### config.mk
export PLATFORM = sky130hd
export DESIGN_NAME = reg_writeback_queue
export DESIGN_NICKNAME = d
export VERILOG_FILES = /design/src/rtl/vp_pkg.sv /design/src/rtl/wbq_storage.sv /design/src/rtl/reg_writeback_queue.sv
export SDC_FILE = /design/constraint.sdc
export NUM_CORES = 1
export LEC_CHECK = 0
export BUFFER_PORTS_ARGS = -buffer_cell sky130_fd_sc_hd__buf_4
export CAP_MARGIN = 0
export CORE_MARGIN = 4
export CORE_UTILIZATION = 40
export CTS_BUF_LIST = sky130_fd_sc_hd__clkbuf_4 sky130_fd_sc_hd__clkbuf_8
export DETAILED_ROUTE_END_ITERATION = 6
export SYNTH_ARGS = -nofsm -noshare
export SYNTH_HDL_FRONTEND = slang
export SYNTH_SLANG_ARGS = --single-unit
### constraint.sdc
create_clock -name clk -period 3.09 [get_ports clk]
set_clock_uncertainty 0.1 [all_clocks]
set_input_delay 0.1545 -clock clk [delete_from_list [all_inputs] [get_ports clk]]
set_output_delay 0.1545 -clock clk [all_outputs]
set_load 0.005 [all_outputs]
### src/rtl/vp_pkg.sv
// Shared types and widths for the vector-processor writeback path.
package vp_pkg;

  localparam int unsigned SCALAR_W   = 21;
  localparam int unsigned VECTOR_W   = 192;
  localparam int unsigned NUM_REGS   = 6;
  localparam int unsigned REG_ADDR_W = 3;

  typedef enum logic {
    DES_SCALAR = 1'b0,
    DES_VECTOR = 1'b1
  } des_type_e;

  typedef struct packed {
    des_type_e               des_type;
    logic [REG_ADDR_W-1:0]   dest;
    logic [VECTOR_W-1:0]     payload;
  } wb_entry_t;

  // Scalar results are zero-extended so the payload is always VECTOR_W wide.
  function automatic wb_entry_t make_entry(input logic                  is_vec,
                                           input logic [REG_ADDR_W-1:0] dest,
                                           input logic [SCALAR_W-1:0]   scalar,
                                           input logic [VECTOR_W-1:0]   vector);
    wb_entry_t e;
    e.des_type = des_type_e'(is_vec);
    e.dest     = dest;
    e.payload  = is_vec ? vector : {{(VECTOR_W-SCALAR_W){1'b0}}, scalar};
    return e;
  endfunction

endpackage

### src/rtl/wbq_storage.sv
// DEPTH-entry FIFO of writeback entries with per-slot visibility for hazard lookup.
module wbq_storage
  import vp_pkg::*;
#(
  parameter int unsigned DEPTH = 4
) (
  input  logic                     clk,
  input  logic                     rst_n,
  input  logic                     push,
  input  wb_entry_t                push_entry,
  input  logic                     pop,
  output wb_entry_t                head,
  output logic                     full,
  output logic                     empty,
  output logic [$clog2(DEPTH):0]   count,
  output logic [DEPTH-1:0]         entry_valid,
  output wb_entry_t                entries [DEPTH]
);

  localparam int unsigned PW = $clog2(DEPTH);

  logic [PW-1:0]    wr_ptr_q, wr_ptr_d;
  logic [PW-1:0]    rd_ptr_q, rd_ptr_d;
  logic [PW:0]      count_q, count_d;
  logic [DEPTH-1:0] valid_q, valid_d;
  wb_entry_t        mem_q [DEPTH];
  logic             push_en, pop_en;

  assign full    = (count_q == (PW+1)'(DEPTH));
  assign empty   = (count_q == '0);
  assign push_en = push && !full;
  assign pop_en  = pop && !empty;

  always_comb begin
    wr_ptr_d = wr_ptr_q;
    rd_ptr_d = rd_ptr_q;
    valid_d  = valid_q;
    count_d  = count_q;
    // Pointers are PW bits wide, so the increment wraps modulo DEPTH.
    if (push_en) begin
      wr_ptr_d          = wr_ptr_q + 1'b1;
      valid_d[wr_ptr_q] = 1'b1;
    end
    if (pop_en) begin
      rd_ptr_d          = rd_ptr_q + 1'b1;
      valid_d[rd_ptr_q] = 1'b0;
    end
    case ({push_en, pop_en})
      2'b10:   count_d = count_q + 1'b1;
      2'b01:   count_d = count_q - 1'b1;
      default: count_d = count_q;
    endcase
  end

  always_ff @(posedge clk or negedge rst_n) begin
    if (!rst_n) begin
      wr_ptr_q <= '0;
      rd_ptr_q <= '0;
      count_q  <= '0;
      valid_q  <= '0;
    end else begin
      wr_ptr_q <= wr_ptr_d;
      rd_ptr_q <= rd_ptr_d;
      count_q  <= count_d;
      valid_q  <= valid_d;
    end
  end

  always_ff @(posedge clk) begin
    if (push_en) mem_q[wr_ptr_q] <= push_entry;
  end

  assign head        = mem_q[rd_ptr_q];
  assign count       = count_q;
  assign entry_valid = valid_q;
  assign entries     = mem_q;

endmodule

### src/rtl/reg_writeback_queue.sv
// Writeback queue between execute and the register file: filters illegal
// destinations, drives the write port from the head, answers hazard queries.
module reg_writeback_queue
  import vp_pkg::*;
#(
  parameter int unsigned DEPTH = 4
) (
  input  logic                    clk,
  input  logic                    rst_n,
  input  logic                    in_valid,
  output logic                    in_ready,
  input  logic [2:0]              in_dest,
  input  logic                    in_desType,
  input  logic [20:0]             in_scalar,
  input  logic [191:0]            in_vector,
  input  logic                    wr_stall,
  output logic                    Reg_write,
  output logic [2:0]              A3,
  output logic                    desType,
  output logic [20:0]             wd3e,
  output logic [191:0]            wd3v,
  input  logic [2:0]              q_addr,
  input  logic                    q_type,
  output logic                    q_pending,
  output logic [$clog2(DEPTH):0]  count,
  output logic                    err_illegal
);

  wb_entry_t        head;
  wb_entry_t        entries [DEPTH];
  logic [DEPTH-1:0] entry_valid;
  logic             full, empty;
  logic             accept, legal, push;
  logic             err_q, err_d;

  assign in_ready = !full;
  assign accept   = in_valid && in_ready;
  assign legal    = (32'(in_dest) < NUM_REGS);
  assign push     = accept && legal;
  assign err_d    = accept && !legal;

  wbq_storage #(.DEPTH(DEPTH)) u_storage (
    .clk         (clk),
    .rst_n       (rst_n),
    .push        (push),
    .push_entry  (make_entry(in_desType, in_dest, in_scalar, in_vector)),
    .pop         (Reg_write),
    .head        (head),
    .full        (full),
    .empty       (empty),
    .count       (count),
    .entry_valid (entry_valid),
    .entries     (entries)
  );

  assign Reg_write = !empty && !wr_stall;
  assign A3        = empty ? '0 : head.dest;
  assign desType   = empty ? 1'b0 : logic'(head.des_type);
  assign wd3v      = empty ? '0 : head.payload;
  assign wd3e      = empty ? '0 : head.payload[SCALAR_W-1:0];

  // The head stays valid until the edge that pops it, so it is still reported here.
  always_comb begin
    q_pending = 1'b0;
    for (int unsigned i = 0; i < DEPTH; i++) begin
      if (entry_valid[i] && entries[i].dest == q_addr &&
          logic'(entries[i].des_type) == q_type)
        q_pending = 1'b1;
    end
  end

  always_ff @(posedge clk or negedge rst_n) begin
    if (!rst_n) err_q <= 1'b0;
    else        err_q <= err_d;
  end

  assign err_illegal = err_q;

endmodule
==> Word-level counts from Yosys, hierarchy flattened <==
Cells that the tools add are included.
{ "classes": {"addsub": 4, "order_cmp": 8, "eq_ne": 11, "n_mux": 22, "bitwise": 5, "reduce_logical": 23} }
{ "op_table": {"columns": ["op", "count"], "rows": [
  ["bitwise mux 784 bit", 1],
  ["two-way mux 196 bit", 3],
  ["binary-select mux 196 bit (select 2 bit)", 1],
  ["demux 196 bit (select 2 bit)", 1],
  ["two-way mux 192 bit", 2],
  ["two-way mux 21 bit", 1],
  ["logical AND 1 bit", 17],
  ["== test 3 bit", 4],
  ["two-way mux 4 bit", 2],
  ["two-way mux 1 bit", 7],
  ["greater-or-equal comparator 3 bit, second input constant", 2],
  ["less-than comparator 2 x 3 -> 1 bit, second input constant", 2],
  ["NOT 2 -> 3 bit", 2],
  ["one-hot mux 3 bit (2 select lines)", 1],
  ["adder 2 x 1 -> 2 bit, second input constant", 2],
  ["bitwise AND 4 bit", 1],
  ["demux 1 bit (select 2 bit)", 2],
  ["== test 1 bit", 4],
  ["greater-or-equal comparator 2 x 1 -> 1 bit, second input constant", 2],
  ["zero test 1 bit", 4],
  ["NOT 4 bit", 1],
  ["OR 4 bit", 1],
  ["adder 3 x 1 -> 3 bit, second input constant", 1],
  ["== test 3 bit, second input constant", 1],
  ["other kinds (8)", 8]
]} }
{ "word_totals": {"regBits": 796, "input_bits": 225, "out_inout_bits": 224, "elab_cells": 90} }

==> Logic depth before layout (Yosys ltp) <==
Gate-level depths: netlist of run 1.
{ "logic_depth": {"depth_word": 8, "ltp_mapped": 10, "ltp_nobuf": 9} }

==> Modules after synthesis <==
A second synthesis of run 1 with hierarchy kept.
{ "hier_totals": {"cells_unflattened": 1562, "hier_area_um2": 32123.3} }
{ "modules_own_cells": {"columns": ["module", "n_inst", "cells_each", "area_each_um2", "seq_area_each_um2"], "rows": [
  ["wbq_storage", 1, 1078, 28885.2, 23817.8],
  ["reg_writeback_queue", 1, 484, 3238.1, 25.0]
]} }

==> Worst setup path after synthesis of run 1 <==
Ideal clock, no wire load.
{ "synth_path": {"path_kind": "reg2reg", "start": "register u_storage.count_q[2] (netlist: u_storage.count[2])", "end": "register u_storage.mem_q (netlist bit u_storage.entries[0]), enable pin", "t_arrival_ns": 2.322, "path_slack_ns": 0.246, "stages_incl_launch_ff": 5, "period_less_slack_ns": 2.844, "cell_sequence": "dfrtp_1 -> or3b_1 -> and3_1 -> buf_6 -> and2_4"} }
{ "synth_via": {"elab_chain_len": 5} }
{ "synth_lines": {"columns": ["element", "line", "source"], "rows": [
  ["from (decl)", "wbq_storage.sv:24", "logic [PW:0] count_q, count_d;"],
  ["from (signal assigned)", "wbq_storage.sv:64", "count_q <= count_d;"],
  ["== test 3 bit *", "wbq_storage.sv:29", "assign full = (count_q == (PW+1)'(DEPTH));"],
  ["zero test 1 bit *", "reg_writeback_queue.sv:36", "assign in_ready = !full;"],
  ["via in_ready", "reg_writeback_queue.sv:11", "output logic in_ready,"],
  ["logical AND 1 bit", "reg_writeback_queue.sv:37", "assign accept = in_valid && in_ready;"],
  ["logical AND 1 bit", "reg_writeback_queue.sv:39", "assign push = accept && legal;"],
  ["logical AND 1 bit *", "wbq_storage.sv:31", "assign push_en = push && !full;"],
  ["to (signal, indexed assignment)", "wbq_storage.sv:70", "if (push_en) mem_q[wr_ptr_q] <= push_entry;"],
  ["to (decl)", "wbq_storage.sv:26", "wb_entry_t mem_q [DEPTH];"]
]} }
Mark *: on every way through the listed nets, which the timed path passes. The rest lies on a longest branch.
A chain may end at the register's enable or synchronous reset.

==> Final worst setup path of run 1 <==
{ "layout_path": {"start": "register u_storage.count_q[1] (netlist: u_storage.count[1])", "end": "output port wd3v[53]"} }
{ "layout_via": {"elab_chain_len": 2} }
{ "layout_lines": {"columns": ["element", "line", "source"], "rows": [
  ["zero test 3 bit", "wbq_storage.sv:30", "assign empty = (count_q == '0);"],
  ["two-way mux 192 bit", "reg_writeback_queue.sv:59", "assign wd3v = empty ? '0 : head.payload;"],
  ["to (decl)", "reg_writeback_queue.sv:21", "output logic [191:0] wd3v,"]
]} }
No other way between the ends.

==> results of run 1 <==
synthesized netlist by cell type, drive strengths merged:
cell type	count
mux4	196
mux2i	1
dfrtp	12
nand2	4
nor2	4
and2	175
nor3	5
nand4	1
ha	9
xor2	14
or3b	1
mux2	21
clkbuf	47
a2bb2oi	4
edfxtp	784
inv	8
fa	1
and3	1
xnor2	7
nand3	4
buf	62
o21ai	2
nor2b	196
layer usage:
metal | track usage | part of all wire | up-vias
met4 | 0.0501 | 0.018 | 6
met1 | 0.239 | 0.43 | 9033
met5 | 0 | 0.00053 | -
met3 | 0.0498 | 0.066 | 104
li1 | - | - | 7602
met2 | 0.285 | 0.48 | 544
per-stage QoR:
stage | utilization | instances | setup WS [ps] | instance area (um^2)
2_1_floorplan | - | 1559 | 246 | 32000
3_3_place_gp | 0.463 | 2986 | 637 | 36600
3_5_place_dp | 0.463 | 2986 | 538 | 36600
4_1_cts | 0.525 | 3444 | 39.6 | 41600
5_1_grt | 0.526 | 3444 | 32.5 | 41600
6_report | 0.526 | 3445 | 202 | 41600
worst min-delay path, delay by kind of cell:
kind / cells / cell delay [ps]
buffers and inverters: 2 / 610
and+or+nand+nor: 1 / 170
final cells by class:
type,count,area (um^2)
multi-input cells,646,7460
clock inverters,36,300
inverters,8,30.0
clock buffers,191,2320
flip-flops and latches,796,23900
repair buffers,717,6320
diodes,1,2.50
well taps,1050,1310
fillers,6449,37500
sequential cells by signal, indices dropped and copies added (netlist names):
register               cells
u_storage.entries        784
err_illegal                1
u_storage.wr_ptr_q         2
u_storage.rd_ptr_q         2
u_storage.count            3
u_storage.entry_valid      4
timing repair:
item	4_1_cts	5_1_grt
gates resized for setup	3	2
pin swaps	1	0
setup endpoints to repair	143	3
hold buffers	226	0
gates cloned	1	0
hold endpoints to repair	803	0
buffers inserted	4	0
power groups by stage:
stage	registers (mW)	logic [mW]	clock network, mW
after floorplan	14.2	7.14	0
after global placement	14.3	12.9	0
after detailed placement	14.4	12.9	0
after CTS	14.2	13.4	9.48
after global routing	14.3	14.1	10.0
final	14.1	13.1	9.15
path summary, 6_finish.rpt:
check	to	slack [ps]	cells after the start
setup / recovery	wd3v[53]	200	5
hold / removal	u_storage.entries[52]$_DFFE_PP_	210	3
setup reg to reg	u_storage.count[2]$_DFFE_PN0P_	480	9
hold reg to reg	u_storage.entry_valid[2]$_DFF_PN0_	460	1
max in group asynchronous	u_storage.rd_ptr_q[0]$_DFFE_PN0N_	1990	3
min in group asynchronous	err_illegal$_DFF_PN0_	390	3
cells in the final DEF (no fill, tap or decap), drive strengths merged, types with 5 or more instances in the layout:
master	count
xnor2	7
dfrtp	12
clkinv	22
clkbuf	191
nor3	5
nor2b	196
and2	175
mux2	21
mux4	196
xor2	14
dlygate4sd3	226
clkinvlp	5
edfxtp	784
inv	14
ha	9
buf	490
cell families after synthesis:
group                      count (synthesis)
AOI/OAI and AO/OA                          6
DFF                                      796
and+or+nand+nor                          391
muxes                                    218
xor gates and xnor gates                  21
adders and majority gates                 10
buffers and inverters                    117
==> run metrics, run 1 <==
outcome=complete, no violations; Critical Path Start=u_storage.count[1]$_DFFE_PN0P_; Cells after Synth=1559; number of synthesis warnings=0; flops & latches, synth=796; buffer and inverter count on the worst path=3; Tmin final=about 2900 ps; Root Driver=clkbuf_8; critical path fanouts, max=76; Syn Area/Cell=roughly 20 um^2; CTS Sinks=a little under 800; maxcap violations=0; largest cells by area after synthesis=edfxtp_1, mux4_2, nor2b_1, and2_1, dfrtp_1; post-synthesis mux area share=0.146; initial detailed-routing violation count=around 1000; CTS buffer count=136; initial antenna violation count=5; Slew Limit Headroom=0.514; Synth Area in Compound Gates=0.00141; Hold Path Origin=in_vector[52]; fin crit share=0.935; main combinational cell family by area after synthesis=multiplexers; number of nets in the layout=between 2000 and 3000; worst hold margin=206 ps; LEAKAGE=14.8 nW; # port buffers=448; final setup vio count=0; Final Total Pwr=roughly 36 mW; sequential cell area fraction in the yosys report=0.746; Max VDD drop=0.676 mV; Hold Crit Class=input port to flip-flop; CP Cell Sequence=nor3_4 -> buf_12 -> buf_16 -> nor2b_1 -> buf_4; row count=roughly 100; Placeable Area=0.0791 mm^2; f_max=around 0.35 GHz; Starting Density=0.404; Longest Clk Path Bufs=3; Synth top area share=0.736; unique cell type count in the Yosys netlist=28; die area=roughly 0.085 mm^2; CTS clk-pin slew, worst paths=60 ps; syn_nets=approximately 1800; drt first pass iters=5; Net Sw Frac=0.292; area share of fa/ha/maj cells after synthesis=0.00415; critical path startpoint category=flip-flop; Internal Power=between 20 and 30 mW; Tightest Pin Transition=729 ps; slowest cell on the critical path=dfrtp_1; critical path class=flip-flop to output pin; CTS tree=done; DRT Wirelength=between 70000 and 80000 um; CP endpoint kind=output pin; largest net degree at the start of global routing=77; unrepaired setup endpoints after global routing=false; post-synthesis instance area=0.0320 mm^2; worst path required time=2840 ps; die extent in y=291 um; first-pass GRT wire length=115000 um; R2R Path Start=u_storage.count[0]$_DFFE_PN0P_; part of the power in combinational logic=0.360; Simple-Gate Fraction of Synth Area=0.0762; area grow syn2layout=30.1%; I/O pin count=449; CP peak stage delay=450 ps; Arr. time, crit path=2630 ps; Total GRT Usage=0.177; number of global-route vias before repair=19200; Top Family by Delay on Critical Path=buffers and inverters; cell taking the most area after synthesis=edfxtp_1; Clk pwr share=0.252; Final Hold Viols=0; post-route ant nets=0; layout cells sized above 1=0.387; gpl congestion=0.760; Remaining Overflow, GRT=0; xor/xnor cell area share of the yosys netlist=0.00575; HPWL after DPL=44000 um; die width=291 um; wire per inst=roughly 22 um; Seq pwr share=0.389; max-slew violation count=0; setup_tns=0 ps; H-Tree Depth=4; Vias=about 17000; vias per cell=5.02; Net Switching=10.6 mW; Worst-Skew Late Latency=760 ps; power per cell area=between 800 and 900 mW/mm^2; DRC viols=0
(Power assumes the default switching activity.)
==> run 2: changes to the inputs <==
--- a/config.mk
+++ b/config.mk
@@ -9,7 +9,8 @@
 export CAP_MARGIN = 0
 export CORE_MARGIN = 4
-export CORE_UTILIZATION = 40
+export CORE_UTILIZATION = 48
 export CTS_BUF_LIST = sky130_fd_sc_hd__clkbuf_4 sky130_fd_sc_hd__clkbuf_8
 export DETAILED_ROUTE_END_ITERATION = 6
+export PLACE_DENSITY = 0.69
 export SYNTH_ARGS = -nofsm -noshare
 export SYNTH_HDL_FRONTEND = slang
==> constraint.sdc (replaced) <==
create_clock -name clk -period 3.09 [get_ports clk]
set_clock_uncertainty 0.1 [all_clocks]
set_input_delay 0.7725 -clock clk [delete_from_list [all_inputs] [get_ports clk]]
set_output_delay 0.7725 -clock clk [all_outputs]
set_load 0.005 [all_outputs]
==> run metrics, run 2 (synthesized netlist as in run 1, its figures left out) <==
die area=0.0708 mm^2; Cells on Worst Hold Path=1; largest net degree at the start of global routing=65; critical path fanouts, max=12; Vias=approximately 17000; failing checks=setup timing; drt first pass iters=5; layout cells sized above 1=0.463; first-pass GRT wire length=111000 um; Starting Density=0.485; Layout Cells excl Fill=3127; DRC viols=0; Total GRT Usage=0.210; number of global-route vias before repair=18100; Tmin final=~3400 ps; LEAKAGE=14.7 nW; final setup vio count=217; Worst-Skew Late Latency=750 ps; CTS buffer count=133; Final Hold Viols=0; Root Driver=clkbuf_8; Remaining Overflow, GRT=0; Layout Utilization=0.618; maxcap violations=0; setup ws final=-268 ps; power per cell area=933 mW/mm^2; unrepaired setup endpoints after global routing=true; CP endpoint kind=output pin; DRT Wirelength=74300 um; wire per inst=23.8 um; number of nets in the layout=~2400; most common cell after layout, fill and taps aside=edfxtp_1; f_max=0.298 GHz; CTS tree=done; I/O pin count=approximately 450; # port buffers=448; vias per cell=5.40; max-slew violation count=0; Place WS=between 300 and 400 ps; worst path required time=2220 ps; H-Tree Depth=4; initial antenna violation count=6; die width=266 um; post-route ant nets=0; Max VDD drop=0.823 mV; Hold Crit Class=input port to flip-flop; Arr. time, crit path=2490 ps; die extent in y=~270 um; Tightest Pin Transition=732 ps; Worst Reg-to-Reg Cells=11; gpl congestion=slightly below 0.8; setup_tns=-41570 ps; Longest Clk Path Bufs=3; CTS clk-pin slew, worst paths=approximately 60 ps; HPWL after DPL=46100 um; critical path class=flip-flop to output pin; area grow syn2layout=27.3%; number of flip-flops under the largest register name=approximately 800; most frequent cells in the layout=edfxtp_1, buf_4, mux4_2; # placed instances=2857; CTS Sinks=796; Slew Limit Headroom=0.512; Final Total Pwr=between 30 and 40 mW; fin crit share=1.09; initial detailed-routing violation count=1601; critical path startpoint category=flip-flop; outcome=complete, but fails checks; Placeable Area=0.0659 mm^2; row count=94
==> run 2: metrics by stage <==
| step | instance area [um^2] | hold WS [ps] |
|---|---|---|
| final | 40700 | 128 |
| after global routing | 40700 | 58.5 |
| after CTS | 40300 | 42.8 |
| after detailed placement | 37100 | 437 |
| after global placement | 37100 | 431 |
| after floorplan | 32000 | 377 |
==> run 2: per-layer routing <==
metal,vias up,global-route usage,wire [um]
met3,92,0.0626,6210
met5,-,0,66
met1,8784,0.290,30600
met2,661,0.330,36200
li1,7344,-,-
met4,8,0.0592,1210
==> run 2: where the power goes <==
part           total (mW)  switching [mW]  internal (mW)
Sequential           14.1           0.406           13.7
Clock                8.82            4.00           4.82
Combinational        15.0            6.60           8.42
==> run 2: timing repair <==
action                                  CTS  global route
hold buffers                              1             0
hold endpoints to repair                 12             0
gates cloned                             10             2
pin swaps                                 1             0
gates resized for setup                  59            89
setup buffers                            18            12
endpoints found under the setup margin  218           218
==> run 2: cell type report <==
class | instances | area, um^2
well taps | 864 | 1080
repair buffers | 581 | 5470
fillers | 4711 | 25200
multi-input cells | 646 | 7720
clock buffers | 177 | 2220
inverters | 8 | 30.0
clock inverters | 54 | 310
flip-flops and latches | 796 | 23900
diodes | 1 | 2.50
==> run 2: final timing paths <==
path | start | endpoint | slack [ps]
hold / removal | in_dest[0] | u_storage.entries[192]$_DFFE_PP_ | 130
min in group asynchronous | rst_n | u_storage.count[0]$_DFFE_PN0P_ | 300
hold reg to reg | u_storage.entry_valid[3]$_DFF_PN0_ | u_storage.entry_valid[3]$_DFF_PN0_ | 460
max in group asynchronous | rst_n | u_storage.rd_ptr_q[0]$_DFFE_PN0N_ | 2370
setup / recovery | u_storage.rd_ptr_q[0]$_DFFE_PN0N_ | wd3e[17] | -270
setup reg to reg | u_storage.count[2]$_DFFE_PN0P_ | u_storage.count[2]$_DFFE_PN0P_ | 510
==> run 2: worst max-delay path, cell delays in order (launching register included) <==
cell and delay [ps]:
dfrtp_4 460, buf_12 110, buf_16 150, buf_12 190, mux4_2 500, nor2b_1 160
buf_4 150
==> run 3: changes to the inputs <==
Settings changed: CORE_ASPECT_RATIO set to 2.
==> run metrics, run 3 (synthesized netlist as in run 1, its figures left out) <==
CTS clk-pin slew, worst paths=~70 ps; CTS buffer count=106; failing checks=setup timing; die area=0.0710 mm^2; LEAKAGE=approximately 15 nW; DRT Wirelength=77900 um; Slew Limit Headroom=0.672; Total GRT Usage=0.212; Layout Utilization=0.620; worst hold margin=124 ps; Root Driver=clkbuf_8; # port buffers=448; gpl congestion=0.746; power per cell area=slightly above 900 mW/mm^2; Top Family by Delay on Critical Path=buffers and inverters; CP Cell Sequence=buf_12 -> buf_12 -> clkbuf_16 -> mux4_2 -> nor2b_4 -> buf_6; f_max=roughly 0.3 GHz; Hold Path Origin=in_dest[0]; worst reg2reg endpoint=u_storage.count[2]$_DFFE_PN0P_; maxcap violations=0; Worst Reg-to-Reg Cells=10; Tightest Pin Transition=492 ps; unrepaired setup endpoints after global routing=true; Remaining Overflow, GRT=0; Worst R2R Setup Slack=530 ps; row count=133; final setup vio count=217; Arr. time, crit path=2510 ps; hold path endpoint=u_storage.entries[780]$_DFFE_PP_; Longest Clk Path Bufs=3; critical path fanouts, max=7; CP endpoint kind=output pin; design area=0.0408 mm^2; Max VDD drop=0.588 mV; largest net degree at the start of global routing=between 80 and 90; Cells on Worst Hold Path=1; CTS tree=done; most common cell after layout, fill and taps aside=edfxtp_1; vias per cell=5.37; layout cells sized above 1=0.463; H-Tree Depth=3; outcome=complete, but fails checks; Final Total Pwr=38.1 mW; critical path class=flip-flop to output pin; R2R Path Start=u_storage.count[1]$_DFFE_PN0P_; Hold Crit Class=input port to flip-flop; initial antenna violation count=10; critical path startpoint category=flip-flop; DRC viols=0; HPWL after DPL=47400 um; die extent in y=around 370 um; Placeable Area=0.0659 mm^2; Starting Density=0.485; Tmin final=3380 ps; number of flip-flops under the largest register name=approximately 780; post-route ant nets=0; number of nets in the layout=around 2400; Most common cell on crit path=buf_12; Placed Area=0.0369 mm^2; most frequent cells in the layout=edfxtp_1, buf_4, mux4_2; area grow syn2layout=27.7%; drt first pass iters=5; Vias=about 17000; buffer and inverter count on the worst path=4; Worst-Skew Late Latency=750 ps; fin crit share=1.09; setup ws final=-292 ps; first-pass GRT wire length=roughly 110000 um; slowest cell on the critical path=mux4_2; worst path required time=between 2000 and 2500 ps; wire per inst=25.1 um; I/O pin count=449; max-slew violation count=0; Final Hold Viols=0; Place WS=about 400 ps; CTS Sinks=796; initial detailed-routing violation count=between 1000 and 1500; number of global-route vias before repair=between 15000 and 20000; CP peak stage delay=510 ps; die width=190 um
## run 3: cell types whose count changed in the layout (fill, tap and decap cells not counted), moves of 9 or more
cell / delta
buf_6: +45
clkbuf_16: +10
clkbuf_8: -35
clkinv_2: +10
clkbuf_4: -11
nor2b_4: +38
buf_4: -71
nor2b_2: -9
nor2b_1: -29
## run 3: metrics by stage
stage / cells / setup TNS (ps)
2_1_floorplan: 1559 / 0
3_3_place_gp: 2844 / 0
3_5_place_dp: 2844 / 0
4_1_cts: 3069 / -63330
5_1_grt: 3093 / -72280
6_report: 3098 / -46940
## run 3: repair_timing
item / in CTS / in global routing
resized for setup: 22 / 216
endpoints found under the setup margin: 217 / 218
buffers inserted: 16 / 9
gates cloned: 9 / 13
endpoints found under the hold margin: 12 / 0
hold buffers: 1 / 0
## run 3: worst max path at each step
stage / startpoint / to / slack [ps] / cells past startpoint
after CTS: u_storage.rd_ptr_q[0]$_DFFE_PN0N_ / wd3v[129] / -380 / 6
after floorplan: in_dest[2] / u_storage.entries[0]$_DFFE_PP_ / 50 / 4
after global routing: u_storage.rd_ptr_q[0]$_DFFE_PN0N_ / wd3v[144] / -400 / 6
after detailed placement: u_storage.rd_ptr_q[0]$_DFFE_PN0N_ / wd3v[149] / 410 / 5
final: u_storage.rd_ptr_q[0]$_DFFE_PN0N_ / wd3v[148] / -290 / 6
after global placement: u_storage.rd_ptr_q[0]$_DFFE_PN0N_ / wd3v[103] / 430 / 5
## run 3: cell type report
cell class	instances	area [um^2]
Fill cell	4674	25100
Sequential cell	796	23900
Multi-Input combinational cell	646	7980
Timing Repair Buffer	565	5710
Clock buffer	131	1650
Tap cell	877	1100
Clock inverter	68	480
Inverter	8	30.0
Antenna cell	7	17.5
## run 3: report_power, final
part | switching, mW | leakage [nW] | total, mW | internal (mW)
combinational | 6.93 | 6.18 | 16.1 | 9.15
sequential | 0.412 | 7.40 | 14.1 | 13.7
clock | 3.89 | 1.12 | 7.95 | 4.06
## run 3: per-layer routing
layer,vias to the layer above,GRT usage,part of all wire
li1,7269,-,-
met1,8570,0.259,0.37
met2,682,0.364,0.53
met3,99,0.0594,0.081
met4,6,0.0705,0.021
met5,-,0,0.00053
